File: config.mk
export PLATFORM = sky130hd
export DESIGN_NAME = fetch_issue_queue_flat
export DESIGN_NICKNAME = d
export VERILOG_FILES = /design/src/rtl/fetch_pkg.sv /design/src/rtl/fetch_issue_queue_if.sv /design/src/rtl/fetch_block_buffer.sv /design/src/rtl/fetch_issue_queue.sv /design/src/flat_wrapper.sv
export SDC_FILE = /design/constraint.sdc
export NUM_CORES = 2
export LEC_CHECK = 0
export BUFFER_PORTS_ARGS = -buffer_cell sky130_fd_sc_hd__buf_2
export CAP_MARGIN = 5
export CELL_PAD_IN_SITES_DETAIL_PLACEMENT = 0
export CELL_PAD_IN_SITES_GLOBAL_PLACEMENT = 2
export CORE_AREA = 2 2 369 371
export DETAILED_ROUTE_END_ITERATION = 7
export DIE_AREA = 0 0 371 373
export PLACE_DENSITY = 0.57
export SYNTH_ARGS = -nofsm -noshare
export SYNTH_HDL_FRONTEND = slang
export SYNTH_SLANG_ARGS = --single-unit
File: constraint.sdc
create_clock -name clock_i -period 37.2 [get_ports clock_i]
set_input_delay 3.72 -clock clock_i [delete_from_list [all_inputs] [get_ports clock_i]]
set_output_delay 3.72 -clock clock_i [all_outputs]
set_load 0.01 [all_outputs]
File: src/rtl/fetch_pkg.sv
// Shared widths and the block-slot record for the fetch issue queue.
package fetch_pkg;

    localparam int unsigned addressWidth            = 64;
    localparam int unsigned instructionWidth        = 32;
    localparam int unsigned PidSize                 = 20;
    localparam int unsigned TidSize                 = 16;
    localparam int unsigned instructionCounterWidth = 64;
    localparam int unsigned blockInsts              = 4;
    localparam int unsigned CountWidth              = 3;
    localparam int unsigned IndexWidth              = 2;

    typedef logic [addressWidth-1:0]            addr_t;
    typedef logic [instructionWidth-1:0]        inst_t;
    typedef logic [PidSize-1:0]                 pid_t;
    typedef logic [TidSize-1:0]                 tid_t;
    typedef logic [instructionCounterWidth-1:0] majid_t;
    typedef logic [CountWidth-1:0]              count_t;
    typedef logic [IndexWidth-1:0]              idx_t;
    typedef logic [blockInsts*instructionWidth-1:0] block_t;

    typedef struct packed {
        block_t insts;
        count_t count;
        addr_t  addr;
        logic   is64;
        pid_t   pid;
        tid_t   tid;
    } slot_t;

    function automatic addr_t inst_addr(addr_t base, idx_t idx);
        return base + addr_t'({idx, 2'b00});
    endfunction

endpackage

File: src/rtl/fetch_issue_queue_if.sv
// Fetch-block input channel and decode-side output channel.
interface fetch_issue_queue_if;
    import fetch_pkg::*;

    logic   fetchValid_i;
    logic   fetchReady_o;
    block_t fetchBlock_i;
    count_t fetchCount_i;
    addr_t  fetchAddress_i;
    logic   fetchIs64Bit_i;
    pid_t   fetchPid_i;
    tid_t   fetchTid_i;
    logic   stall_i;
    logic   enable_o;
    inst_t  instruction_o;
    addr_t  instructionAddress_o;
    logic   is64Bit_o;
    pid_t   instructionPid_o;
    tid_t   instructionTid_o;
    majid_t instructionMajId_o;

    modport master (
        output fetchValid_i, fetchBlock_i, fetchCount_i, fetchAddress_i,
        output fetchIs64Bit_i, fetchPid_i, fetchTid_i, stall_i,
        input  fetchReady_o, enable_o, instruction_o, instructionAddress_o,
        input  is64Bit_o, instructionPid_o, instructionTid_o,
        input  instructionMajId_o
    );

    modport slave (
        input  fetchValid_i, fetchBlock_i, fetchCount_i, fetchAddress_i,
        input  fetchIs64Bit_i, fetchPid_i, fetchTid_i, stall_i,
        output fetchReady_o, enable_o, instruction_o, instructionAddress_o,
        output is64Bit_o, instructionPid_o, instructionTid_o,
        output instructionMajId_o
    );

endinterface

File: src/rtl/fetch_block_buffer.sv
// Two-slot FIFO of fetch blocks with head readout and a registered full flag.
module fetch_block_buffer
    import fetch_pkg::*;
(
    input  logic  clock_i,
    input  logic  reset_i,
    input  logic  clear_i,
    input  logic  push_i,
    input  slot_t push_data_i,
    input  logic  pop_i,
    output slot_t head_o,
    output logic  empty_o,
    output logic  full_o
);

    slot_t      slots_q [2];
    logic       wr_q, wr_d;
    logic       rd_q, rd_d;
    logic [1:0] cnt_q, cnt_d;
    logic       full_q, full_d;
    logic       do_push, do_pop;

    assign do_push = push_i && (cnt_q != 2'd2);
    assign do_pop  = pop_i && (cnt_q != 2'd0);

    always_comb begin
        cnt_d = cnt_q;
        wr_d  = wr_q;
        rd_d  = rd_q;
        unique case ({do_push, do_pop})
            2'b10:   cnt_d = cnt_q + 2'd1;
            2'b01:   cnt_d = cnt_q - 2'd1;
            default: cnt_d = cnt_q;
        endcase
        if (do_push) wr_d = ~wr_q;
        if (do_pop)  rd_d = ~rd_q;
        if (clear_i) begin
            cnt_d = 2'd0;
            wr_d  = 1'b0;
            rd_d  = 1'b0;
        end
        full_d = (cnt_d == 2'd2);
    end

    always_ff @(posedge clock_i or posedge reset_i) begin
        if (reset_i) begin
            cnt_q  <= 2'd0;
            wr_q   <= 1'b0;
            rd_q   <= 1'b0;
            full_q <= 1'b0;
        end else begin
            cnt_q  <= cnt_d;
            wr_q   <= wr_d;
            rd_q   <= rd_d;
            full_q <= full_d;
        end
    end

    always_ff @(posedge clock_i or posedge reset_i) begin
        if (reset_i) begin
            for (int i = 0; i < 2; i++) slots_q[i] <= '0;
        end else if (do_push && !clear_i) begin
            slots_q[wr_q] <= push_data_i;
        end
    end

    assign head_o  = slots_q[rd_q];
    assign empty_o = (cnt_q == 2'd0);
    assign full_o  = full_q;

endmodule

File: src/rtl/fetch_issue_queue.sv
// Serialises buffered fetch blocks onto the decoder, one instruction per cycle.
// Optional FETCH_STALL_CTR_EN adds a saturating stallCycles_o counter.
module fetch_issue_queue
    import fetch_pkg::*;
(
    input logic clock_i,
    input logic reset_i,
    input logic flush_i,
    fetch_issue_queue_if.slave bus
`ifdef FETCH_STALL_CTR_EN
    ,
    output logic [31:0] stallCycles_o
`endif
);

    slot_t  in_slot, head, src;
    logic   push, pop, empty, full;
    logic   accept, load_en, have_inst, last;
    idx_t   src_idx;

    logic   en_q, en_d;
    inst_t  inst_q, inst_d;
    addr_t  addr_q, addr_d;
    logic   is64_q, is64_d;
    pid_t   pid_q, pid_d;
    tid_t   tid_q, tid_d;
    majid_t maj_q, maj_d;
    majid_t ctr_q, ctr_d;
    idx_t   ptr_q, ptr_d;

    assign in_slot = '{
        insts: bus.fetchBlock_i,
        count: bus.fetchCount_i,
        addr:  bus.fetchAddress_i,
        is64:  bus.fetchIs64Bit_i,
        pid:   bus.fetchPid_i,
        tid:   bus.fetchTid_i
    };

    fetch_block_buffer u_buf (
        .clock_i     (clock_i),
        .reset_i     (reset_i),
        .clear_i     (flush_i),
        .push_i      (push),
        .push_data_i (in_slot),
        .pop_i       (pop),
        .head_o      (head),
        .empty_o     (empty),
        .full_o      (full)
    );

    assign accept = bus.fetchValid_i && !full && !flush_i
                 && (bus.fetchCount_i != '0);
    assign load_en   = !en_q || !bus.stall_i;
    assign have_inst = !empty || accept;

    // An empty queue feeds the output straight from the incoming block.
    assign src     = empty ? in_slot : head;
    assign src_idx = empty ? '0 : ptr_q;
    assign last    = ({1'b0, src_idx} == (src.count - 3'd1));

    always_comb begin
        en_d   = en_q;
        inst_d = inst_q;
        addr_d = addr_q;
        is64_d = is64_q;
        pid_d  = pid_q;
        tid_d  = tid_q;
        maj_d  = maj_q;
        ctr_d  = ctr_q;
        ptr_d  = ptr_q;
        push   = 1'b0;
        pop    = 1'b0;
        if (flush_i) begin
            en_d  = 1'b0;
            ptr_d = '0;
        end else begin
            push = accept;
            if (load_en) begin
                if (have_inst) begin
                    en_d   = 1'b1;
                    inst_d = src.insts[{src_idx, 5'b0} +: instructionWidth];
                    addr_d = inst_addr(src.addr, src_idx);
                    is64_d = src.is64;
                    pid_d  = src.pid;
                    tid_d  = src.tid;
                    maj_d  = ctr_q;
                    ctr_d  = ctr_q + 1'b1;
                    ptr_d  = last ? '0 : src_idx + 1'b1;
                    if (empty) push = accept && !last;
                    else       pop  = last;
                end else begin
                    en_d = 1'b0;
                end
            end
        end
    end

    always_ff @(posedge clock_i or posedge reset_i) begin
        if (reset_i) begin
            en_q   <= 1'b0;
            inst_q <= '0;
            addr_q <= '0;
            is64_q <= 1'b0;
            pid_q  <= '0;
            tid_q  <= '0;
            maj_q  <= '0;
            ctr_q  <= '0;
            ptr_q  <= '0;
        end else begin
            en_q   <= en_d;
            inst_q <= inst_d;
            addr_q <= addr_d;
            is64_q <= is64_d;
            pid_q  <= pid_d;
            tid_q  <= tid_d;
            maj_q  <= maj_d;
            ctr_q  <= ctr_d;
            ptr_q  <= ptr_d;
        end
    end

    assign bus.fetchReady_o         = !full;
    assign bus.enable_o             = en_q;
    assign bus.instruction_o        = inst_q;
    assign bus.instructionAddress_o = addr_q;
    assign bus.is64Bit_o            = is64_q;
    assign bus.instructionPid_o     = pid_q;
    assign bus.instructionTid_o     = tid_q;
    assign bus.instructionMajId_o   = maj_q;

`ifdef FETCH_STALL_CTR_EN
    logic [31:0] stall_q;

    always_ff @(posedge clock_i or posedge reset_i) begin
        if (reset_i) begin
            stall_q <= '0;
        end else if (en_q && bus.stall_i && !flush_i && (stall_q != '1)) begin
            stall_q <= stall_q + 32'd1;
        end
    end

    assign stallCycles_o = stall_q;
`endif

endmodule
File: src/flat_wrapper.sv
// flat-port wrapper written by rule: the top's interface ports become plain ports
module fetch_issue_queue_flat import fetch_pkg::*;
  (clock_i, reset_i, flush_i, bus_fetchValid_i, bus_fetchBlock_i, bus_fetchCount_i, bus_fetchAddress_i, bus_fetchIs64Bit_i, bus_fetchPid_i, bus_fetchTid_i, bus_stall_i, bus_fetchReady_o, bus_enable_o, bus_instruction_o, bus_instructionAddress_o, bus_is64Bit_o, bus_instructionPid_o, bus_instructionTid_o, bus_instructionMajId_o);
  fetch_issue_queue_if bus_i ();
  input logic clock_i;
  input logic reset_i;
  input logic flush_i;
  input wire logic [$bits(bus_i.fetchValid_i)-1:0] bus_fetchValid_i;
  input wire logic [$bits(bus_i.fetchBlock_i)-1:0] bus_fetchBlock_i;
  input wire logic [$bits(bus_i.fetchCount_i)-1:0] bus_fetchCount_i;
  input wire logic [$bits(bus_i.fetchAddress_i)-1:0] bus_fetchAddress_i;
  input wire logic [$bits(bus_i.fetchIs64Bit_i)-1:0] bus_fetchIs64Bit_i;
  input wire logic [$bits(bus_i.fetchPid_i)-1:0] bus_fetchPid_i;
  input wire logic [$bits(bus_i.fetchTid_i)-1:0] bus_fetchTid_i;
  input wire logic [$bits(bus_i.stall_i)-1:0] bus_stall_i;
  output wire logic [$bits(bus_i.fetchReady_o)-1:0] bus_fetchReady_o;
  output wire logic [$bits(bus_i.enable_o)-1:0] bus_enable_o;
  output wire logic [$bits(bus_i.instruction_o)-1:0] bus_instruction_o;
  output wire logic [$bits(bus_i.instructionAddress_o)-1:0] bus_instructionAddress_o;
  output wire logic [$bits(bus_i.is64Bit_o)-1:0] bus_is64Bit_o;
  output wire logic [$bits(bus_i.instructionPid_o)-1:0] bus_instructionPid_o;
  output wire logic [$bits(bus_i.instructionTid_o)-1:0] bus_instructionTid_o;
  output wire logic [$bits(bus_i.instructionMajId_o)-1:0] bus_instructionMajId_o;
  assign bus_i.fetchValid_i = bus_fetchValid_i;
  assign bus_i.fetchBlock_i = bus_fetchBlock_i;
  assign bus_i.fetchCount_i = bus_fetchCount_i;
  assign bus_i.fetchAddress_i = bus_fetchAddress_i;
  assign bus_i.fetchIs64Bit_i = bus_fetchIs64Bit_i;
  assign bus_i.fetchPid_i = bus_fetchPid_i;
  assign bus_i.fetchTid_i = bus_fetchTid_i;
  assign bus_i.stall_i = bus_stall_i;
  assign bus_fetchReady_o = bus_i.fetchReady_o;
  assign bus_enable_o = bus_i.enable_o;
  assign bus_instruction_o = bus_i.instruction_o;
  assign bus_instructionAddress_o = bus_i.instructionAddress_o;
  assign bus_is64Bit_o = bus_i.is64Bit_o;
  assign bus_instructionPid_o = bus_i.instructionPid_o;
  assign bus_instructionTid_o = bus_i.instructionTid_o;
  assign bus_instructionMajId_o = bus_i.instructionMajId_o;
  fetch_issue_queue u_core (.clock_i(clock_i), .reset_i(reset_i), .flush_i(flush_i), .bus(bus_i));
endmodule
* Word-level counts from Yosys, hierarchy flattened
Cells that the tools add are included.
** Storage, ports and cells
- Register bits :: 733
- Bits of input ports :: 237
- Output and inout port bits :: 199
- Word-level logic and storage cells :: 99
** Operators by class
- $add $sub $neg :: 6
- Reduce and logical (&&, ||, !) cells :: 25
- Bitwise logic cells :: 5
- Eq/ne operators :: 5
- $lt $le $gt $ge :: 3
- Muxes and demuxes :: 29
- Shift operators :: 1
** Operators with widths (count)
- $mux 232 :: 5
- $bwmux 464 :: 1
- $demux 232 s1 :: 1
- $shiftx 128x8->32 :: 1
- $add 64x1->64 const B :: 1
- $add 64x4->64 :: 1
- $mux 1 :: 15
- $mux 2 :: 6
- $reduce_bool 2->1 :: 5
- $logic_and 1x1->1 :: 8
- $logic_not 1->1 :: 6
- $add 2x1->2 const B :: 2
- $eq 2x2->1 const B :: 2
- $ge 2x2->1 const B :: 2
- $not 1->2 :: 2
- $pmux 2 s2 :: 1
- $eq 2x3->1 :: 1
- $not 1->1 :: 3
- $reduce_and 3->1 :: 1
- $reduce_bool 3->1 :: 1
- $sub 3x1->3 const B :: 1
- $eq 2x1->1 const B :: 1
- $logic_not 2->1 :: 1
- $logic_or 1x1->1 :: 2
- 4 further kinds :: 4

* Longest topological paths before layout
- Depth after elaboration :: 18
- Mapped depth :: 21
- Gate-level depth less buffers :: 14

* Cells and area by module
From an unflattened synthesis, not the netlist that was laid out.
** Second synthesis, totals
- Cells, all modules :: 2805
- Area total of the unflattened synthesis :: 35601.6 um2
** By module, submodules not included
- fetch_block_buffer :: area each 20873.8 um2, sequential area each 11736.3 um2, cells each 1267, instances 1
- fetch_issue_queue :: area each 14727.9 um2, sequential area each 6606.3 um2, cells each 1538, instances 1

* Least setup slack after synthesis
OpenSTA, ideal clock, no wires.
- Path type :: input to register
- Start :: input port bus_fetchCount_i[0]
- End :: register u_core.u_buf.slots_q[268] in the netlist's numbering
- Path buffers :: 3
- Arrival time :: 5899 ps
- Library setup time :: 125 ps
- Setup slack :: 31176 ps
- Stages :: 11
- Data required time :: 37075 ps
- Path through :: o21ai_0 ha_1 xor2_1 a31oi_1 nor2_1 a21oi_1 nor2b_1 clkbuf_1 clkbuf_1 buf_2 mux2_2
** Between the ends
- Longest elaborated chain between the ends :: 11
- Elaborated cells between the ends (all ways) :: 14
- Classes of those cells :: add/sub: 1; eq/ne: 1; mux: 5; reduce/logical: 7
** RTL lines
- start, declared :: line flat_wrapper.sv:10 : input wire logic [$bits(bus_i.fetchCount_i)-1:0] bus_fetchCount_i;
- $mux 232 :: line fetch_issue_queue.sv:58 : assign src = empty ? in_slot : head;
- $sub 3x1->3 :: line fetch_issue_queue.sv:60 : assign last = ({1'b0, src_idx} == (src.count - 3'd1));
- $eq 2x3->1 :: line fetch_issue_queue.sv:60
- $logic_not 1->1 :: line fetch_issue_queue.sv:90 : if (empty) push = accept && !last;
- $logic_and 1x1->1 :: line fetch_issue_queue.sv:90
- $mux 1 :: line fetch_issue_queue.sv:90
- $mux 1 :: line fetch_issue_queue.sv:80 : if (have_inst) begin
- $mux 1 (*) :: line fetch_issue_queue.sv:79 : if (load_en) begin
- $mux 1 (*) :: line fetch_issue_queue.sv:74 : if (flush_i) begin
- $logic_and 1x1->1 (*) :: line fetch_block_buffer.sv:23 : assign do_push = push_i && (cnt_q != 2'd2);
- $logic_and 1x1->1 (*) :: line fetch_block_buffer.sv:62 : end else if (do_push && !clear_i) begin
- end signal, assigned by index :: line fetch_block_buffer.sv:63 : slots_q[wr_q] <= push_data_i;
- end, declared :: line fetch_block_buffer.sv:16 : slot_t slots_q [2];
Every way passes the cells marked *; elsewhere a longest branch is shown, timed or not.
A chain may end at the register's enable or synchronous reset.

==> metrics.md <==
| Metric | Value |
|---|---|
| HPWL after DPL | 66900 um |
| Worst-path fanout max | 119 |
| Hold Path Origin | u_core.bus.instructionMajId_o[35] |
| Synth top area share | 55.0% |
| RSZ-0062 raised after global routing | false |
| Sequential share of the synthesized area | 55.0% |
| Commonest non-fill, non-tap cell in the layout | dfrtp_1 |
| WL per Instance | 20.1 um |
| Synthesized area | 33400 um2 |
| GPL Wtd Cong | 0.730 |
| FF+latch count, synth | 733 |
| Worst hold path type | reg2reg |
| Max Cap Violations | 0 |
| Reg area | 18400 um2 |
| Die Y | 373 um |
| Syn nets | 2932 |
| Syn. warnings | 0 |
| Final-report hold violation count | 0 |
| Fill cell total of the finished layout | 13900 |
| Worst-Skew Late Latency | 0.71 ns |
| WHS | 0.468 ns |
| Post-Place Cell Area | 37300 um2 |
| Layout Utilization | 30.0% |
| Hold Crit Endpoint | u_core.bus.instructionMajId_o[35] |
| Rows | 135 |
| Postcts setup bufs | 0 |
| Boundary pin count | 436 |
| Die Wd | 371 um |
| Unique cell type count in the Yosys netlist | 56 |
| Vias | 22000 |
| Total CTS buffers | 91 |
| Grt total ovfl | 0 |
| Reg2reg start | u_core.u_buf.rd_q |
| H-Tree Depth | 3 |
| Most frequent cells in the layout | 730 x dfrtp_1, 511 x mux2_2, 435 x buf_2 |
| Total die area | 138000 um2 |
| Leak | 17.6 nW |
| Max-slew headroom | 28.0% |
| Initial antenna violation count | 36 |
| Minimum clock period | 8.36 ns |
| Final Cycle Share | 22.5% |
| Core ar. | 135000 um2 |
| Max Fclk | 120 MHz |
| Gate count of the mapped netlist | 2689 |
| TNS Setup | 0 ns |
| WL final | 99200 um |
| Worst Reg-to-Reg Cells | 14 |
| Multi-input logic area | 14200 um2 |
| Area growth syn-to-layout | 21.0% |
| CTS Root Cell | clkbuf_16 |
| FFs w/ async S/R, synth | 100% |
| WP data required | 37.95 ns |
| Clk_skew | 0.0489 ns |
| Routed Antenna Nets | 0 |
| CP endpoint kind | asynchronous set/reset pin |
| Pin count of the biggest net entering global routing | 153 |
| First-pass GRT wire length | 151000 um |
| Total Routing Usage GR | 14.3% |
| Most used DFF post-synth | dfrtp_1 |
| DR iter-0 viols | 884 |
| Post-synth EDFFs | 0 |
| R2R Setup Slk | 30.95 ns |
| Clock-pin slew on the worst setup and hold paths | 0.06 ns |
| Clock sinks | 733 |
| Worst Setup Start Kind | input pin |
| Ranking of synthesized cells by area | dfrtp_1 55%, mux2_2 17%, mux4_2 4.3% |
| Vias per cell | 4.46 |
| Final-report max-slew violation count | 0 |
| Remaining DRCs | 0 |
| Hold Path Stages | 2 |
| Setup CP Type | in2async |
| Pwr dens | 74.5 nW/um2 |
| Synth area leader | dfrtp_1 |
| Syn Area/Cell | 12.4 um2 |
| Share of layout cells above drive strength 1 | 38.7% |
| Post-Layout Inst Area | 40400 um2 |
| Vias in the first global route | 23100 |
| Least-Margin Pin Slew | 1.08 ns |
| CTS tree | built |
| CP arrival | 9.10 ns |
| Gates resized, CTS repair | 0 |
| TritonRoute pass-1 iters | 4 |
| Worst r2r dst | u_core.u_buf.slots_q[147] |
| Final Setup Violations | 0 |
| Status | completed |
| Final #Nets | 3328 |
| Peak supply drop | 0.0000369 V |
| Clock buffer depth | 3 |
| IO buf count | 435 |
| Overall Power | 3.01 mW |
| Initial Util | 24.8% |
| Cts hold-fix bufs | 0 |
## power by group
group          internal (mW)  switching, mW
registers               1.12          0.184
clock network          0.538          0.365
logic                  0.432          0.371
total                   2.09          0.920
## synth_stat cells, types with 3 or more instances
library cell and n:
nand3_1 25, buf_1 25, nor4_4 4, mux2_2 511, mux2i_1 136, nand2b_1 3, nor4_2 7, and4_1 11
and2_1 6, or3_1 4, o21ai_0 118, buf_4 5, nor2_1 146, nor2b_1 4, inv_1 15, xor2_1 53
xnor2_1 56, or4_1 3, buf_6 7, nand4_1 34, nor3_1 28, a21oi_1 88, nand2_1 360, a31oi_1 21
buf_2 55, o21ai_1 4, a31o_2 15, nor4_1 23, mux4_2 64, a21o_1 5, and3_1 14, dfrtp_1 733
ha_1 5, clkbuf_1 72
## worst max-delay path by stage
stage	from	endpoint	slack (ns)	depth (start not counted)
after floorplan	reset_i	u_core.bus.enable_o	12.91	1
after global placement	reset_i	u_core.ctr_q[8]	27.65	8
after detailed placement	reset_i	u_core.u_buf.slots_q[322]	27.71	8
after CTS	reset_i	u_core.ctr_q[6]	28.50	8
after global routing	reset_i	u_core.ctr_q[6]	27.93	8
final	reset_i	u_core.ctr_q[6]	28.84	8
## cell families (layout without fill, tap and decap cells)
group	after synthesis	count (layout)	share of synthesized area, %
compound gates	261	261	4.29
xor+xnor	109	109	2.86
fa+ha+maj	6	6	0.247
buf+inv	180	641	2.48
flops	733	733	55.0
mux	712	712	25.7
other cells	0	6	0
simple gates	688	688	9.47
## flip-flops by register name, summed over array words and instances, names as in the netlist, 16 cells and up
register,flops
u_core.bus.instructionTid_o,16
u_core.bus.instructionPid_o,20
u_core.bus.instruction_o,32
u_core.ctr_q,64
u_core.bus.instructionAddress_o,64
u_core.u_buf.slots_q,464
u_core.bus.instructionMajId_o,64
## critical path: stages
cell and delay (ns):
buf_2 0.13, inv_8 0.55, buf_4 0.72, buf_4 0.70
buf_4 0.74, buf_4 0.77, buf_4 0.79, buf_4 0.71
## routing by layer
layer / routed length (um) / track usage (%) / vias up
li1: - / - / 10300
met1: 46600 / 19.6 / 11100
met2: 45100 / 22.3 / 427
met3: 5070 / 3.31 / 153
met4: 2290 / 4.37 / 38
met5: 231 / 0 / -
## per-stage QoR
step / std cells / worst slack (ns)
global placement: 4773 / 27.65
finish: 4937 / 28.84
CTS: 4931 / 28.50
global route: 4932 / 27.93
floorplan: 2689 / 12.91
detailed placement: 4773 / 27.71
## final cells by class
| class | instances | share of cell area [%] |
|---|---|---|
| clock buffer | 133 | 6.48 |
| clock inverter | 25 | 1.05 |
| tap | 1781 | 5.52 |
| sequential | 733 | 45.4 |
| inverter | 15 | 0.158 |
| timing repair buffer | 468 | 6.10 |
| antenna | 6 | 0.0372 |
| multi-input combinational | 1776 | 35.2 |
Power figures use the tool's default switching activity.
